--- src/rtl/block_interleaver_pp.sv ---
// block_interleaver_pp
// ROWS x COLS block interleaver/deinterleaver with two ping-pong banks.
// One bank is filled row-major from the input stream while the other,
// already full, is read out through a column permutation. Mode 0
// interleaves and mode 1 applies the exact inverse permutation. The
// mode is captured per block on its first word.

module block_interleaver_pp #(
   parameter int DATA_W = 8,
   parameter int ROWS   = 4,
   parameter int COLS   = 4
) (
   input  logic              clk,
   input  logic              rst,
   input  logic              clr_i,
   input  logic              in_valid,
   output logic              in_ready,
   input  logic [DATA_W-1:0] in_data,
   input  logic              in_mode,
   output logic              out_valid,
   input  logic              out_ready,
   output logic [DATA_W-1:0] out_data,
   output logic              out_last,
   output logic              out_mode
);

   localparam int          N      = ROWS * COLS;
   localparam int          AW     = $clog2(N);
   localparam int unsigned ROWS_U = ROWS;
   localparam int unsigned COLS_U = COLS;

   typedef enum logic [1:0] {
      BANK_EMPTY   = 2'd0,
      BANK_FILLING = 2'd1,
      BANK_FULL    = 2'd2
   } bank_st_e;

   bank_st_e          bank_st_r     [2];
   bank_st_e          bank_st_nxt_s [2];
   logic [1:0]        bank_mode_r;
   logic [AW-1:0]     wr_cnt_r;
   logic [AW-1:0]     rd_cnt_r;
   logic              wb_r;
   logic              rb_r;
   logic [DATA_W-1:0] mem0_r [N];
   logic [DATA_W-1:0] mem1_r [N];

   logic              wr_fire_s;
   logic              wr_last_s;
   logic              rd_load_s;
   logic              rd_last_s;
   logic [AW-1:0]     rd_addr_s;
   logic [DATA_W-1:0] rd_word_s;
   int unsigned       rd_k_s;

   // The write side stalls only when the bank it is about to fill still holds an unread block.
   assign in_ready  = (bank_st_r[wb_r] != BANK_FULL);
   assign wr_fire_s = in_valid & in_ready & ~clr_i;
   assign wr_last_s = (wr_cnt_r == AW'(N - 1));
   assign rd_last_s = (rd_cnt_r == AW'(N - 1));
   // The output register loads whenever it is empty or is being drained this cycle.
   assign rd_load_s = (bank_st_r[rb_r] == BANK_FULL) & (~out_valid | out_ready) & ~clr_i;

   // Permuted read address: interleave walks the matrix column by column, deinterleave uses the inverse walk.
   always_comb begin
      rd_k_s = 32'(rd_cnt_r);
      if (bank_mode_r[rb_r] == 1'b0) begin
         rd_addr_s = AW'((rd_k_s % ROWS_U) * COLS_U + (rd_k_s / ROWS_U));
      end else begin
         rd_addr_s = AW'((rd_k_s % COLS_U) * ROWS_U + (rd_k_s / COLS_U));
      end
      if (rb_r == 1'b1) begin
         rd_word_s = mem1_r[rd_addr_s];
      end else begin
         rd_word_s = mem0_r[rd_addr_s];
      end
   end

   // Next occupancy state for each bank; a flush empties both, and write and read never target the same bank.
   always_comb begin
      for (int b = 0; b < 2; b++) begin
         bank_st_nxt_s[b] = bank_st_r[b];
         if (clr_i) begin
            bank_st_nxt_s[b] = BANK_EMPTY;
         end else if (wr_fire_s && (wb_r == 1'(b))) begin
            bank_st_nxt_s[b] = wr_last_s ? BANK_FULL : BANK_FILLING;
         end else if (rd_load_s && rd_last_s && (rb_r == 1'(b))) begin
            bank_st_nxt_s[b] = BANK_EMPTY;
         end else begin
            bank_st_nxt_s[b] = bank_st_r[b];
         end
      end
   end

   // Bank occupancy state register.
   always_ff @(posedge clk or negedge rst) begin
      if (!rst) begin
         bank_st_r[0] <= BANK_EMPTY;
         bank_st_r[1] <= BANK_EMPTY;
      end else begin
         bank_st_r[0] <= bank_st_nxt_s[0];
         bank_st_r[1] <= bank_st_nxt_s[1];
      end
   end

   // Write counter, write-bank pointer and per-bank mode captured on the first word of a block.
   always_ff @(posedge clk or negedge rst) begin
      if (!rst) begin
         wr_cnt_r    <= '0;
         wb_r        <= 1'b0;
         bank_mode_r <= 2'b00;
      end else if (clr_i) begin
         wr_cnt_r <= '0;
         wb_r     <= 1'b0;
      end else if (wr_fire_s) begin
         if (wr_cnt_r == '0) begin
            bank_mode_r[wb_r] <= in_mode;
         end
         if (wr_last_s) begin
            wr_cnt_r <= '0;
            wb_r     <= ~wb_r;
         end else begin
            wr_cnt_r <= wr_cnt_r + AW'(1);
         end
      end
   end

   // Bank storage; contents are deliberately left uninitialised by reset and flush.
   always_ff @(posedge clk) begin
      if (wr_fire_s) begin
         if (wb_r == 1'b1) begin
            mem1_r[wr_cnt_r] <= in_data;
         end else begin
            mem0_r[wr_cnt_r] <= in_data;
         end
      end
   end

   // Read counter, read-bank pointer and the registered output stage.
   always_ff @(posedge clk or negedge rst) begin
      if (!rst) begin
         rd_cnt_r  <= '0;
         rb_r      <= 1'b0;
         out_valid <= 1'b0;
         out_data  <= '0;
         out_last  <= 1'b0;
         out_mode  <= 1'b0;
      end else if (clr_i) begin
         rd_cnt_r  <= '0;
         rb_r      <= 1'b0;
         out_valid <= 1'b0;
         out_last  <= 1'b0;
      end else if (rd_load_s) begin
         out_data  <= rd_word_s;
         out_last  <= rd_last_s;
         out_mode  <= bank_mode_r[rb_r];
         out_valid <= 1'b1;
         if (rd_last_s) begin
            rd_cnt_r <= '0;
            rb_r     <= ~rb_r;
         end else begin
            rd_cnt_r <= rd_cnt_r + AW'(1);
         end
      end else if (out_valid && out_ready) begin
         out_valid <= 1'b0;
         out_last  <= 1'b0;
      end
   end

endmodule

--- config.mk ---
export PLATFORM = sky130hd
export DESIGN_NAME = block_interleaver_pp
export DESIGN_NICKNAME = d
export VERILOG_FILES = /design/src/rtl/block_interleaver_pp.sv
export SDC_FILE = /design/constraint.sdc
export NUM_CORES = 1
export LEC_CHECK = 0
export ABC_AREA = 1
export CAP_MARGIN = 20
export CORE_ASPECT_RATIO = 0.9
export CORE_UTILIZATION = 35
export CTS_CLUSTER_SIZE = 14
export DETAILED_ROUTE_END_ITERATION = 7
export DONT_BUFFER_PORTS = 1
export PLACE_DENSITY_LB_ADDON = 0.08
export SYNTH_ARGS = -nofsm -noshare
export SYNTH_HDL_FRONTEND = slang
export SYNTH_SLANG_ARGS = --single-unit
--- constraint.sdc ---
create_clock -name clk -period 2.9 [get_ports clk]
set_input_delay 0.58 -clock clk [delete_from_list [all_inputs] [get_ports clk]]
set_output_delay 0.58 -clock clk [all_outputs]
set_load 0.01 [all_outputs]
==> impl_metrics.yaml, run 1 <==
yosys:
  synthSimpleGateAreaFrac_pct: 23.0
  synth_warnings: 0
  syn_area_sq_um: 12200
  ys_seq_area_share_pct: 68.3
  synth_adder_area_share_pct: 0.511
  yosys.area_share.xor_xnor_pct: 0.0715
  synth_nets: 1188
  ys_ff_latch: 283
  synth_cell_types: 27
  synth_compound_area_share_pct: 1.30
  synth_top_family_by_area: "simple AND/OR/NAND/NOR gates"
  synthMuxAreaShare_pct: 0
  syn_avg_cell_area_sq_um: 10.5
  syn_inst: 1169
cts:
  clockBufferDepth: 3
  clock_latency_ns: 0.56
  cts_buffers: 31
  cts_htree_levels: 1
  cts.sinks: 283
  clk_pin_slew_ns: 0.06
  cts-root-buf: "clkbuf_16"
  cts_tree: "built"
  cts_resized: 0
routing:
  drc_errors: 0
  viasPerCell: 4.78
  drtIter0Drc: 683
  ant_nets: 0
  vias: 7969
  first_pass_iters: 5
  wire_per_inst_um: 20.0
  drt-total-wl_um: 33400
sta:
  rsz0062_at_grt: "no"
  fmax_mhz: 453
  relSlewSlack_pct: 53.5
  final_max_slew_viol_count: 0
  hold_viol: 0
  min_period_ns: 2.21
  worst_pin_slew_ns: 0.698
  skew_ns: 0.0159
  fin_crit_sh_pct: 76.2
  tns_ns: 0
  setup_viol: 0
power_and_ir_drop:
  cellPowerDensity_nw_per_um2: 615
  switchingPower_mw: 1.71
  netSwitchingFraction_pct: 20.3
  intPower_mw: 6.73
  p_comb_share_pct: 2.4
  seqPwrFrac_pct: 53.1
  power_frac_clock_pct: 44.5
  ir_drop_v: 0.000515
  p_leak_nw: 5.49
hold_path:
  min_path_cells: 1
  hp-class: "in2reg"
  min_from: "clr_i"
  hold-path-endpoint: "out_valid"
grt:
  antenna_found_initial: 0
  grt_max_degree: 131
  grt_pass1_wl_um: 50000
  grt_use_total_pct: 19.2
  grt_pass1_vias: 7817
  gr-total-overflow: 0
die:
  start_util_pct: 35.8
  dieHeight_um: 179
  rows: 64
  die_width_um: 199
  core-area_sq_um: 34200
  dieArea_sq_um: 35700
  ios: 26
worst_setup_path:
  cp.arrival_ns: 2.39
  critPathKind: "reg2reg"
  slowest_delay_ns: 0.59
  cp_cell_sequence: "inv_1 -> nand2_1 -> nand2_1 -> nand2_2 -> nor2_4 -> nand2_2 -> nor2_1"
  reg2regPathDepth: 7
  r2r_end: "mem0_r[11][1]"
  slowest_stage: "nor2_1"
  critPathBufInv: 1
  cp-end-kind: "flip-flop"
  critPathTopFamily: "simple AND/OR/NAND/NOR gates"
  cp_max_fo: 15
  crit_cells: 7
  regToRegStartpoint: "wb_r"
  startpoint_type: "flip-flop"
  regToRegSetupSlack_ns: 0.69
  required_ns: 3.08
flow_run:
  timing.max_cap.violations: 0
placement:
  gp_congestion: 0.838
  io_buffers: 0
  dp_hpwl_um: 20100
  place_inst: 1607
final_layout:
  final_core_util_pct: 40.1
  nNetsFinal: 1199
  stdcell_count: 1667
  area_delta_synth_final_pct: 12.0
  final_cell_mix: "442 x nand2_1, 256 x edfxtp_1, 174 x nand3_1"
  final_common_cell: "nand2_1"
  drive_above_1_share_pct: 7.40
run_status:
  status: "finished, final reports clean"
==> cell usage after synthesis <==
cell,count,area share [%]
o22ai_1,2,0.10
xnor2_1,1,0.072
a31o_2,1,0.072
buf_6,15,1.4
o21ai_1,4,0.16
buf_8,1,0.12
o21ai_0,17,0.69
edfxtp_1,256,63
a21oi_1,4,0.16
buf_2,21,0.86
clkinv_1,2,0.061
nand3_1,174,7.1
clkbuf_1,10,0.31
nand2_2,3,0.15
ha_1,5,0.51
nor2_4,2,0.18
inv_2,1,0.031
inv_1,104,3.2
a31oi_1,2,0.10
dfrtp_1,27,5.5
nor2_1,39,1.2
nand2_1,442,14
buf_4,11,0.67
buf_1,4,0.12
nor3_1,17,0.69
nand4_1,3,0.15
inv_4,1,0.051
==> metrics by stage <==
| stage | hold WS, ns | area, sq um | setup slack [ns] | power (mW) |
|---|---|---|---|---|
| floorplan | 0.284 | 12200 | 0.775 | 4.68 |
| global placement | 0.285 | 12700 | 0.708 | 4.76 |
| detailed placement | 0.285 | 12700 | 0.711 | 4.75 |
| CTS | 0.0541 | 13700 | 0.694 | 8.53 |
| global route | 0.0525 | 13700 | 0.466 | 8.71 |
| finish | 0.0845 | 13700 | 0.690 | 8.44 |
==> cell families (layout without fill, tap and decap cells) <==
logic type | count (synthesis) | after routing
AND/OR/NAND/NOR | 680 | 680
flip-flops | 283 | 283
AO/OA/AOI/OAI | 30 | 30
other | 0 | 3
adder cells (fa/ha/maj) | 5 | 5
XOR/XNOR | 1 | 1
buffers and inverters | 170 | 203
==> final cells by class <==
class,count,area (sq um)
multi-input cells,716,3050
clock buffers,37,798
repair buffers,40,353
well taps,462,578
clock inverters,18,153
flip-flops and latches,283,8370
diodes,3,7.51
fillers,3369,20500
inverters,108,408
==> per-layer routing <==
layer / part of all wire, % / GRT usage, % / routed length, um / vias up
met5: 0 / 0 / 0 / -
met4: 1.9 / 3.97 / 647 / 0
met3: 4.8 / 3.60 / 1620 / 43
met2: 45 / 29.7 / 15200 / 167
met1: 48 / 27.9 / 16000 / 3859
li1: - / - / - / 3900
==> worst max-delay path by stage <==
stage                     from       endpoint  slack [ns]
after floorplan           wb_r  mem0_r[13][0]        0.77
after global placement    wb_r   mem0_r[6][3]        0.71
after detailed placement  wb_r   mem0_r[6][2]        0.71
after CTS                 wb_r   mem0_r[6][3]        0.69
after global routing      wb_r  mem0_r[11][1]        0.47
final                     wb_r  mem0_r[11][1]        0.69
==> what timing repair did <==
item / 4_1_cts / 5_1_grt
endpoints found under the hold margin: 27 / 0
buffers inserted: 0 / 0
hold buffers: 2 / 0
==> power by group through the flow <==
stage	Combinational (mW)	Sequential, mW	Clock [mW]
after floorplan	0.122	4.56	0
after global placement	0.192	4.56	0
after detailed placement	0.190	4.56	0
after CTS	0.204	4.48	3.84
after global routing	0.224	4.48	4.01
final	0.203	4.48	3.76
==> flip-flops by register name, summed over array words and instances (netlist names) <==
name         flops
out_mode         1
rd_cnt_r         4
out_data         8
wb_r             1
out_last         1
mem1_r         128
bank_mode_r      2
wr_cnt_r         4
out_valid        1
bank_st_r        4
rb_r             1
mem0_r         128
(Power assumes the default switching activity.)
==> run 2, diff against run 1 <==
==> constraint.sdc (replaced) <==
create_clock -name clk -period 2.1 [get_ports clk]
set_input_delay 0.42 -clock clk [delete_from_list [all_inputs] [get_ports clk]]
set_output_delay 0.42 -clock clk [all_outputs]
set_load 0.01 [all_outputs]
==> impl_metrics.yaml, run 2 (synthesized netlist as in run 1, its figures left out) <==
worst_setup_path:
  r2r_end: "mem0_r[8][6]"
  slowest_delay_ns: 0.40
  cp_cell_sequence: "inv_1 -> nand2_1 -> nand2_1 -> nand2_2 -> nor2_4 -> nand2_2 -> buf_4 -> nor2_1 -> buf_4"
  cp_max_fo: 14
  cp.arrival_ns: 2.22
  reg2regPathDepth: 9
  slowest_stage: "dfrtp_1"
  cp-end-kind: "flip-flop"
  required_ns: 2.37
  critPathTopFamily: "simple AND/OR/NAND/NOR gates"
  startpoint_type: "flip-flop"
  regToRegSetupSlack_ns: 0.15
  regToRegStartpoint: "wb_r"
  critPathKind: "reg2reg"
  critPathBufInv: 3
sta:
  hold_viol: 0
  setup_viol: 0
  tns_ns: 0
  worst_pin_slew_ns: 0.465
  fmax_mhz: 513
  fin_crit_sh_pct: 92.7
  final_max_slew_viol_count: 0
  relSlewSlack_pct: 69.0
  rsz0062_at_grt: "no"
  setup_slack_ns: 0.152
  min_period_ns: 1.95
  skew_ns: 0.0226
die:
  dieArea_sq_um: 35700
  dieHeight_um: 179
  core-area_sq_um: 34200
  rows: 64
  start_util_pct: 35.8
  die_width_um: 199
  ios: 26
final_layout:
  final_cell_mix: "441 x nand2_1, 256 x edfxtp_1, 174 x nand3_1"
  reg.largest.list: "mem0_r (128), mem1_r (128), out_data (8)"
  nNetsFinal: 1230
  area_delta_synth_final_pct: 15.7
  final_common_cell: "nand2_1"
  drive_above_1_share_pct: 10.3
  final_area_sq_um: 14200
  final_core_util_pct: 41.4
  n_antenna_cell: 0
power_and_ir_drop:
  switchingPower_mw: 2.55
  cellPowerDensity_nw_per_um2: 848
  ir_drop_v: 0.000848
  intPower_mw: 9.47
  p_leak_nw: 5.73
  power_frac_clock_pct: 45.0
  netSwitchingFraction_pct: 21.2
  seqPwrFrac_pct: 51.4
  p_comb_share_pct: 3.5
  total_power_mw: 12.0
routing:
  route.met3.wl_um: 1310
  m1WireLength_um: 16500
  vias: 8062
  top_layer: "met4"
  drtIter0Drc: 638
  first_pass_iters: 4
  viasPerCell: 4.75
  wl_met2_um: 15100
  wire_per_inst_um: 19.9
  drt-total-wl_um: 33700
  drc_errors: 0
  ant_nets: 0
grt:
  grt_pass1_vias: 7976
  grt_use_total_pct: 19.4
  grt_max_degree: 55
  grt_pass1_wl_um: 51300
  gr-total-overflow: 0
  antenna_found_initial: 0
hold_path:
  min_from: "in_valid"
  hp-class: "in2reg"
  hold-path-endpoint: "wr_cnt_r[2]"
  min_path_cells: 2
cts:
  cts.sinks: 283
  cts_tree: "built"
  cts-root-buf: "clkbuf_16"
  clock_latency_ns: 0.58
  clockBufferDepth: 3
  cts_htree_levels: 1
  cts_buffers: 31
  clk_pin_slew_ns: 0.07
placement:
  io_buffers: 0
  placed_cell_area_sq_um: 13000
  gp_congestion: 0.812
  dp_hpwl_um: 20400
  place_ws_ns: 0.154
flow_run:
  timing.max_cap.violations: 0
run_status:
  status: "finished, final reports clean"
==> run 2: changes by cell type in the layout (fill, tap and decap cells not counted), moves of 3 or more <==
cell	change
diode_2	-3
buf_4	+16
clkinv_1	-3
buf_12	+13
==> run 2: timing repair <==
action                                 CTS  global route
resized for setup                        0             2
endpoints found under the hold margin  289             0
hold buffers                            12             0
setup endpoints to repair                0            29
buffers inserted                         0             0
==> run 2: layout make-up <==
type,count,area [sq um]
Clock buffer,36,795
Clock inverter,21,206
Fill cell,3345,20000
Inverter,108,412
Multi-Input combinational cell,716,3060
Sequential cell,283,8370
Tap cell,462,578
Timing Repair Buffer,71,753
==> run 2: per-layer routing <==
layer,GRT usage [%],vias to the layer above
li1,-,3972
met1,28.7,3924
met2,29.4,118
met3,3.62,48
met4,4.37,0
met5,0,-
==> run 2: per-stage QoR <==
step / instances / hold slack (ns)
global placement: 1628 / 0.125
global route: 1697 / 0.0547
floorplan: 1169 / 0.124
finish: 1697 / 0.0695
CTS: 1697 / 0.0322
detailed placement: 1628 / 0.125
==> run 2: how the worst max path moves through the flow <==
stage | cells past startpoint | slack (ns) | endpoint | startpoint
5_1_grt | 9 | 0.007 | mem0_r[10][7] | wb_r
3_5_place_dp | 9 | 0.15 | mem1_r[12][5] | wb_r
6_report | 9 | 0.15 | mem0_r[8][6] | wb_r
2_1_floorplan | 8 | -0.03 | mem0_r[13][0] | wb_r
4_1_cts | 9 | 0.10 | mem1_r[12][3] | wb_r
3_3_place_gp | 11 | 0.13 | out_data[7] | rd_cnt_r[2]
==> run 2: power by group through the flow <==
stage / combinational (mW) / clock (mW) / sequential [mW]
6_report: 0.425 / 5.41 / 6.18
5_1_grt: 0.464 / 5.77 / 6.18
3_3_place_gp: 0.269 / 0 / 6.30
3_5_place_dp: 0.268 / 0 / 6.30
2_1_floorplan: 0.169 / 0 / 6.30
4_1_cts: 0.433 / 5.56 / 6.18
